`src/rtl/clock_divider_controller.sv`:
```
// Programmable 50%-duty clock generator with glitch-free divisor switching and stop.
// Define CYCLE_COUNT_EN to add the 16-bit cycle_count output (ticks since last start).
module clock_divider_controller #(
  parameter int DIV_WIDTH   = 24,
  parameter int DEFAULT_DIV = 5
) (
  input  logic                 clk,
  input  logic                 reset,
  input  logic                 start,
  input  logic                 stop,
  input  logic                 cfg_req,
  input  logic [DIV_WIDTH-1:0] cfg_div,
  output logic                 cfg_ack,
  output logic                 cfg_err,
  output logic                 busy,
  output logic                 clk_Signal,
  output logic                 tick
`ifdef CYCLE_COUNT_EN
  ,
  output logic [15:0]          cycle_count
`endif
);

  typedef enum logic [1:0] {
    IDLE,
    RUN,
    SWITCH
  } state_t;

  localparam logic [DIV_WIDTH-1:0] ONE = DIV_WIDTH'(1);

  state_t               state, state_n;
  logic [DIV_WIDTH-1:0] counter, counter_n;
  logic [DIV_WIDTH-1:0] div_reg, div_n;
  logic [DIV_WIDTH-1:0] pending_div, pending_n;
  logic                 cfg_req_q;
  logic                 stop_pend, stop_pend_n;
  logic                 clk_n, tick_n, ack_n, err_n;

  logic cfg_rise, cfg_valid, cfg_bad, at_wrap, fall, go_idle;

  // A request is only considered while nothing else is pending.
  assign busy      = (state == SWITCH) | stop_pend;
  assign cfg_rise  = cfg_req & ~cfg_req_q;
  assign cfg_valid = cfg_rise & ~busy & (cfg_div != '0);
  assign cfg_bad   = cfg_rise & ~busy & (cfg_div == '0);
  assign at_wrap   = (counter == div_reg - ONE);
  assign fall      = at_wrap & clk_Signal;
  assign go_idle   = (stop & ~clk_Signal) | (fall & (stop | stop_pend));

  always_comb begin
    // NOTE: every signal gets a default first so no path leaves it unassigned (no latches).
    state_n     = state;
    counter_n   = counter;
    div_n       = div_reg;
    pending_n   = pending_div;
    stop_pend_n = stop_pend;
    clk_n       = clk_Signal;
    tick_n      = 1'b0;
    ack_n       = 1'b0;
    err_n       = cfg_bad;

    unique case (state)
      IDLE: begin
        counter_n   = '0;
        clk_n       = 1'b0;
        stop_pend_n = 1'b0;
        if (cfg_valid) begin
          div_n = cfg_div;
          ack_n = 1'b1;
        end
        if (start && !stop) state_n = RUN;
      end

      RUN, SWITCH: begin
        counter_n = at_wrap ? '0 : counter + ONE;
        clk_n     = clk_Signal ^ at_wrap;
        tick_n    = at_wrap & ~clk_Signal;

        if (state == RUN && cfg_valid) begin
          pending_n = cfg_div;
          state_n   = SWITCH;
        end

        if (go_idle) begin
          // Stopping applies whatever divisor change is outstanding.
          state_n     = IDLE;
          counter_n   = '0;
          clk_n       = 1'b0;
          tick_n      = 1'b0;
          stop_pend_n = 1'b0;
          if (state == SWITCH) begin
            div_n = pending_div;
            ack_n = 1'b1;
          end else if (cfg_valid) begin
            div_n = cfg_div;
            ack_n = 1'b1;
          end
        end else if (fall && state == SWITCH) begin
          div_n   = pending_div;
          ack_n   = 1'b1;
          state_n = RUN;
        end else if (stop) begin
          stop_pend_n = 1'b1;
        end
      end

      default: state_n = IDLE;
    endcase
  end

  always_ff @(posedge clk) begin
    // NOTE: sequential state uses non-blocking assignments so all registers update together.
    if (!reset) begin
      state       <= IDLE;
      counter     <= '0;
      div_reg     <= DIV_WIDTH'(DEFAULT_DIV);
      pending_div <= '0;
      cfg_req_q   <= 1'b0;
      stop_pend   <= 1'b0;
      clk_Signal  <= 1'b0;
      tick        <= 1'b0;
      cfg_ack     <= 1'b0;
      cfg_err     <= 1'b0;
    end else begin
      state       <= state_n;
      counter     <= counter_n;
      div_reg     <= div_n;
      pending_div <= pending_n;
      cfg_req_q   <= cfg_req;
      stop_pend   <= stop_pend_n;
      clk_Signal  <= clk_n;
      tick        <= tick_n;
      cfg_ack     <= ack_n;
      cfg_err     <= err_n;
    end
  end

`ifdef CYCLE_COUNT_EN
  always_ff @(posedge clk) begin
    if (!reset) begin
      cycle_count <= '0;
    end else if (state == IDLE && state_n == RUN) begin
      cycle_count <= '0;
    end else if (tick_n) begin
      cycle_count <= cycle_count + 16'd1;
    end
  end
`endif

endmodule

```
`config.mk`:
```
export PLATFORM = sky130hd
export DESIGN_NAME = clock_divider_controller
export DESIGN_NICKNAME = d
export VERILOG_FILES = /design/src/rtl/clock_divider_controller.sv
export SDC_FILE = /design/constraint.sdc
export NUM_CORES = 1
export LEC_CHECK = 0
export ABC_CLOCK_PERIOD_IN_PS = 10900
export BUFFER_PORTS_ARGS = -buffer_cell sky130_fd_sc_hd__buf_2
export CAP_MARGIN = 25
export CORE_MARGIN = 8
export CORE_UTILIZATION = 45
export DETAILED_ROUTE_END_ITERATION = 12
export PLACE_DENSITY = 0.7
export SLEW_MARGIN = 10
export SYNTH_ARGS = -nofsm -noshare
export SYNTH_HDL_FRONTEND = slang
export SYNTH_SLANG_ARGS = --single-unit
```
`constraint.sdc`:
```
create_clock -name clk -period 10.9 [get_ports clk]
set_input_delay 1.09 -clock clk [delete_from_list [all_inputs] [get_ports clk]]
set_output_delay 1.09 -clock clk [all_outputs]
set_load 0.05 [all_outputs]
```
==> impl_metrics.py, run 1 <==
metrics = {
    "place": {
        "portBuffers": 33,
        "place_congestion": 0.911,
        "dpl_cell_area_mm2": 0.00488,
        "hpwl_um": 7730,
    },
    "clock_network": {
        "clock_latency_ns": 0.36,
        "root_buffer": "clkbuf_8",
        "htree_levels": 3,
        "cts_buffer_depth": 2,
        "cts_buffers": 9,
        "clkSinkCount": 80,
        "cts_tree": "built",
        "cts_setup_buffers": 0,
        "clk_pin_slew_worst_paths_ns": 0.08,
        "holdBufCountCts": 0,
        "cts_resized": 0,
    },
    "power": {
        "vdd_drop_max_v": 0.0000781,
        "p_per_area_mw_per_mm2": 166,
        "leakagePower_uw": 0.00220,
    },
    "sta": {
        "finClkSkew_ns": 0.00917,
        "max_slew_margin": 0.378,
        "slew_violations": 0,
        "fmax_mhz": 191,
        "setup_viol": 0,
        "fin_crit_ns": 5.22,
        "min_period_over_period": 0.479,
        "rsz0062_at_grt": "no",
        "tightest_slew_ns": 0.930,
        "hold_viol": 0,
        "tns_ns": 0,
    },
    "synthesis": {
        "synth.distinct_cells": 55,
        "postSynthRegisterBits": 80,
        "synth_ff_type": "dfxtp_1",
        "synth_edf_count": 0,
        "syn_area_per_cell_um2": 8.31,
        "ys_warn_count": 0,
        "syn-cell-area_mm2": 0.00467,
        "synth_nets": 599,
        "yosysSeqAreaShare": 0.343,
        "syn_inst": 562,
        "async_reset_ff_frac": 0,
    },
    "global_route": {
        "grt_usage": 0.152,
        "grt_pass1_vias": 3852,
        "antenna_found_initial": 0,
        "grt_max_degree": 68,
        "grt_pass1_wl_um": 17900,
        "grt_overflow": 0,
    },
    "worst_setup_path": {
        "cp.required_ns": 11.16,
        "worstPathCellList": "inv_1 -> ha_1 -> nor3b_1 -> nand4b_1 -> nor3_1 -> o211ai_1 -> or4_4 -> nor4_4 -> buf_4 -> ha_1 -> a21o_1 -> o21ai_1 -> and2_1 -> nand2_1 -> nor3_2 -> buf_4 -> a31o_2",
        "crit_arrival_ns": 5.48,
        "cpPeakStageDelay_ns": 0.54,
        "crit_type": "register to register",
        "critPathMaxFanout": 27,
        "crit_path_end_kind": "register",
        "startpoint_type": "register",
        "crit_path_top_delay_cell": "or4_4",
        "worst-path-buf-inv": 3,
        "cp_top_family": "simple AND/OR/NAND/NOR gates",
    },
    "routing": {
        "drc": 0,
        "viasPerCell": 5.65,
        "dr.pass1.iters": 6,
        "wl_um": 10500,
        "wl_per_cell_um": 14.7,
        "first_iter_violations": 191,
        "num_vias": 4035,
        "ant_nets": 0,
    },
    "cells_and_area": {
        "drive_gt1_frac": 0.119,
        "syn_to_final_growth_pct": 9.53,
        "design_area_mm2": 0.00512,
        "nFillCells": 985,
        "seq_area_mm2": 0.00160,
        "multiInputGateArea_mm2": 0.00287,
        "n_antenna_cell": 0,
        "nNetsFinal": 610,
    },
    "floorplanning": {
        "boundaryPins": 34,
        "start_util": 0.459,
        "row_count": 37,
        "fp.dieH_um": 118,
        "core_mm2": 0.0102,
        "die-area_mm2": 0.0139,
        "die_x_um": 118,
    },
    "min_path": {
        "holdCritPathClass": "register to register",
    },
    "run": {
        "drv_cap": 0,
    },
    "run_status": {
        "status": "completed",
    },
}
[worst reg2reg max path, stage by stage, from the launching register on]
cell and delay [ns]:
dfxtp_1 0.35, inv_1 0.09, ha_1 0.22, nor3b_1 0.51
nand4b_1 0.33, nor3_1 0.31, o211ai_1 0.14, or4_4 0.54
nor4_4 0.24, buf_4 0.31, ha_1 0.31, a21o_1 0.14
o21ai_1 0.15, and2_1 0.29, nand2_1 0.53, nor3_2 0.17
buf_4 0.25, a31o_2 0.24
[logic make-up after synthesis]
logic type	synth area share
fa+ha+maj	0.0214
flops	0.343
buf+inv	0.0469
xor+xnor	0.0562
compound gates	0.228
mux	0.0557
simple gates	0.249
[Yosys cell counts, types with 6 or more instances]
cell	count	area (µm²)
inv_1	12	45.0
a21boi_0	31	233
o211a_1	22	220
a21oi_1	7	35.0
a22o_1	11	96.3
nand3_1	18	90.1
dfxtp_1	80	1600
ha_1	8	100
mux2i_1	26	260
xnor2_1	20	175
nand2_1	106	398
o21ai_0	7	35.0
or3_1	11	68.8
o31ai_1	18	135
xor2_1	10	87.6
and3_1	8	50.1
nor2b_1	6	37.5
nor2_1	27	101
clkbuf_1	32	120
nor4_1	8	50.1
a21o_1	7	52.6
and2_1	6	37.5
nor3_1	9	45.0
[cells in the final DEF, fill, tap and decap left out, types with 5 or more instances in the layout]
cell type / netlist / final
nor2_1: 27 / 27
nor2b_1: 6 / 6
a22o_1: 11 / 11
a21boi_0: 31 / 31
nand3_1: 18 / 18
nor4_1: 8 / 8
mux2i_1: 26 / 26
nor3_1: 9 / 9
clkbuf_8: 0 / 9
and2_1: 6 / 6
or3_1: 11 / 11
o211ai_1: 5 / 5
nor3b_1: 5 / 5
nand2_1: 106 / 106
o31ai_1: 18 / 18
a21o_1: 7 / 7
nand4_1: 5 / 5
ha_1: 8 / 8
a21oi_1: 7 / 7
inv_1: 12 / 12
dfxtp_1: 80 / 80
o21ai_0: 7 / 7
xor2_1: 10 / 10
xnor2_1: 20 / 20
o211a_1: 22 / 22
and3_1: 8 / 8
buf_2: 1 / 33
[metal layers]
metal  track usage  wire (µm)
met5             0          0
met4        0.0697        214
met3        0.0197        365
met2         0.249       4920
met1         0.194       4980
[cell type report]
type,instances,area share
Timing Repair Buffer,38,0.0421
Tap cell,136,0.0333
Multi-Input combinational cell,432,0.561
Clock inverter,5,0.0159
Inverter,12,0.00880
Sequential cell,80,0.313
Clock buffer,11,0.0257
[final timing paths]
check	start	end	slack, ns	depth (start not counted)
max	div_reg[0]$_SDFFE_PN1P_	counter[18]$_SDFFE_PN0P_	5.68	17
min	pending_div[16]$_SDFFE_PN0P_	pending_div[16]$_SDFFE_PN0P_	0.46	2
max reg2reg	div_reg[0]$_SDFFE_PN1P_	counter[18]$_SDFFE_PN0P_	5.68	17
min reg2reg	pending_div[16]$_SDFFE_PN0P_	pending_div[16]$_SDFFE_PN0P_	0.46	2
[metrics by stage]
step                      power [µW]  utilization  worst slack (ns)  instances  hold WS [ns]
final                            849        0.502              5.68        714         0.464
after global routing             897        0.502              5.29        714         0.492
after CTS                        852        0.500              5.58        712         0.472
after detailed placement         615        0.479              5.62        696         0.461
after global placement           609        0.479              5.86        696         0.453
after floorplan                  561            -              6.22        562         0.443
[where the power goes]
group          switching [µW]  internal, µW
clock network             109           129
registers                37.2           322
logic                     138           113
(Power assumes the default switching activity.)
==> run 2: changes to the inputs <==
--- a/config.mk
+++ b/config.mk
@@ -5,7 +5,7 @@
 export SDC_FILE = /design/constraint.sdc
 export NUM_CORES = 1
 export LEC_CHECK = 0
-export ABC_CLOCK_PERIOD_IN_PS = 10900
+export ABC_CLOCK_PERIOD_IN_PS = 4900
 export BUFFER_PORTS_ARGS = -buffer_cell sky130_fd_sc_hd__buf_2
 export CAP_MARGIN = 25
 export CORE_MARGIN = 8
==> constraint.sdc (replaced) <==
create_clock -name clk -period 4.9 [get_ports clk]
set_input_delay 0.49 -clock clk [delete_from_list [all_inputs] [get_ports clk]]
set_output_delay 0.49 -clock clk [all_outputs]
set_load 0.05 [all_outputs]
==> run 2 against run 1 <==
Net effect:
- non-clock buffer count increased by 2
- largest cell class unchanged
- via count increased by 0.50%
- cell count increased by 0.28%
- core utilization decreased by 0.14 points
- critical path depth unchanged
==> impl_metrics.py, run 2 (synthesis results as in run 1) <==
metrics = {
    "run_status": {
        "status": "completed",
    },
    "global_route": {
        "antenna_found_initial": 0,
        "grt_pass1_vias": 3968,
        "grt_pass1_wl_um": 18500,
        "grt_overflow": 0,
        "grt_max_degree": 68,
        "grt_usage": 0.157,
    },
    "cells_and_area": {
        "drive_gt1_frac": 0.128,
        "final_cell_mix": "nand2_1, dfxtp_1, buf_2",
        "nNetsFinal": 612,
        "syn_to_final_growth_pct": 9.24,
        "n_antenna_cell": 0,
        "nFillCells": 1007,
        "layout_commonest_cell": "nand2_1",
    },
    "clock_network": {
        "clk_pin_slew_worst_paths_ns": 0.08,
        "cts_buffer_depth": 2,
        "cts_buffers": 9,
        "holdBufCountCts": 0,
        "clock_latency_ns": 0.37,
        "cts_tree": "built",
        "root_buffer": "clkbuf_8",
        "htree_levels": 3,
        "clkSinkCount": 80,
    },
    "worst_setup_path": {
        "crit_path_end_kind": "register",
        "cp.required_ns": 5.14,
        "crit_type": "register to register",
        "critPathMaxFanout": 46,
        "startpoint_type": "register",
        "worstPathCellList": "inv_1 -> ha_1 -> nor3b_2 -> nand4b_1 -> nor3_1 -> o211ai_1 -> or4_4 -> nor4_4 -> ha_1 -> a21o_1 -> o21ai_1 -> and2_1 -> a221oi_4 -> buf_12 -> nand2_1 -> o21ai_0 -> nand2_1",
        "crit_path_top_delay_cell": "or4_4",
        "crit_arrival_ns": 4.63,
        "cpPeakStageDelay_ns": 0.54,
    },
    "place": {
        "hpwl_um": 7940,
        "place_ws_ns": 0.345,
        "place_congestion": 0.904,
        "portBuffers": 33,
    },
    "power": {
        "p_per_area_mw_per_mm2": 358,
        "clock_power_share": 0.249,
        "seq_power_share": 0.439,
        "p_int_uw": 1160,
        "leakagePower_uw": 0.00219,
        "net-switching-power_uw": 665,
        "pwr-share-comb": 0.312,
        "switching_share": 0.364,
        "vdd_drop_max_v": 0.000191,
    },
    "sta": {
        "min_period_over_period": 0.896,
        "slew_violations": 0,
        "setup_viol": 0,
        "max_slew_margin": 0.383,
        "finClkSkew_ns": 0.00668,
        "rsz0062_at_grt": "no",
        "fmax_mhz": 228,
        "fin_crit_ns": 4.39,
        "tns_ns": 0,
        "layout_setup_ws_ns": 0.511,
        "hold_ws_ns": 0.348,
        "tightest_slew_ns": 0.923,
        "hold_viol": 0,
    },
    "routing": {
        "ant_nets": 0,
        "wl_um": 10800,
        "wl_per_cell_um": 15.1,
        "num_vias": 4055,
        "drc": 0,
        "first_iter_violations": 273,
        "viasPerCell": 5.66,
        "dr.pass1.iters": 4,
    },
    "floorplanning": {
        "fp.dieH_um": 118,
        "row_count": 37,
        "die-area_mm2": 0.0139,
        "boundaryPins": 34,
        "start_util": 0.459,
        "die_x_um": 118,
        "core_mm2": 0.0102,
    },
    "run": {
        "drv_cap": 0,
    },
    "min_path": {
        "holdCritPathClass": "input pin to register",
    },
}
-- run 2: cell count changes in the layout (fill, tap and decap cells not counted), sizes merged --
cell / before / now
buf: 38 / 40
bufinv: 2 / 0
clkbuf: 11 / 9
clkinv: 2 / 3
clkinvlp: 1 / 2
inv: 12 / 14
-- run 2: what timing repair did --
item,4_1_cts,5_1_grt
endpoints found under the hold margin,0,0
resized for setup,0,1
setup endpoints to repair,0,10
setup buffers,0,0
-- run 2: critical path, delay by kind of cell (launching register included) --
family	cells	cell delay (ns)
compound gates	5	0.85
buf+inv	2	0.34
flops	1	0.35
simple gates	8	2.21
fa+ha+maj	2	0.52
-- run 2: metrics by stage --
step	power, µW	utilization	std cells	cell area [µm²]
floorplan	1250	-	562	4670
global placement	1360	0.482	699	4910
detailed placement	1380	0.483	700	4920
CTS	1830	0.501	716	5100
global route	1940	0.501	716	5100
finish	1830	0.501	716	5100
-- run 2: layer usage --
layer,track usage,vias up,part of all wire
li1,-,2042,-
met1,0.197,1920,0.49
met2,0.258,78,0.47
met3,0.0225,15,0.029
met4,0.0745,0,0.019
met5,0,-,0
-- run 2: power by group through the flow --
stage          Sequential [µW]  Clock, µW  Combinational, µW
4_1_cts                    800        461                570
2_1_floorplan              790          0                458
6_report                   802        455                571
3_5_place_dp               815          0                567
3_3_place_gp               811          0                553
5_1_grt                    813        489                634
-- run 2: final cells by class --
class / count / area (µm²) / share of cell area
Tap cell: 136 / 170 / 0.0333
Timing Repair Buffer: 40 / 230 / 0.0451
Clock buffer: 9 / 124 / 0.0243
Multi-Input combinational cell: 432 / 2880 / 0.564
Clock inverter: 7 / 55.1 / 0.0108
Inverter: 12 / 45.0 / 0.00883
Sequential cell: 80 / 1600 / 0.314
-- run 2: final timing paths --
check	cells past startpoint	start	to	slack [ns]
setup / recovery	17	div_reg[0]$_SDFFE_PN1P_	div_reg[2]$_SDFFE_PN1P_	0.51
hold / removal	2	cfg_req	cfg_req_q$_SDFF_PN0_	0.35
setup reg to reg	17	div_reg[0]$_SDFFE_PN1P_	div_reg[2]$_SDFFE_PN1P_	0.51
hold reg to reg	2	pending_div[6]$_SDFFE_PN0P_	pending_div[6]$_SDFFE_PN0P_	0.47
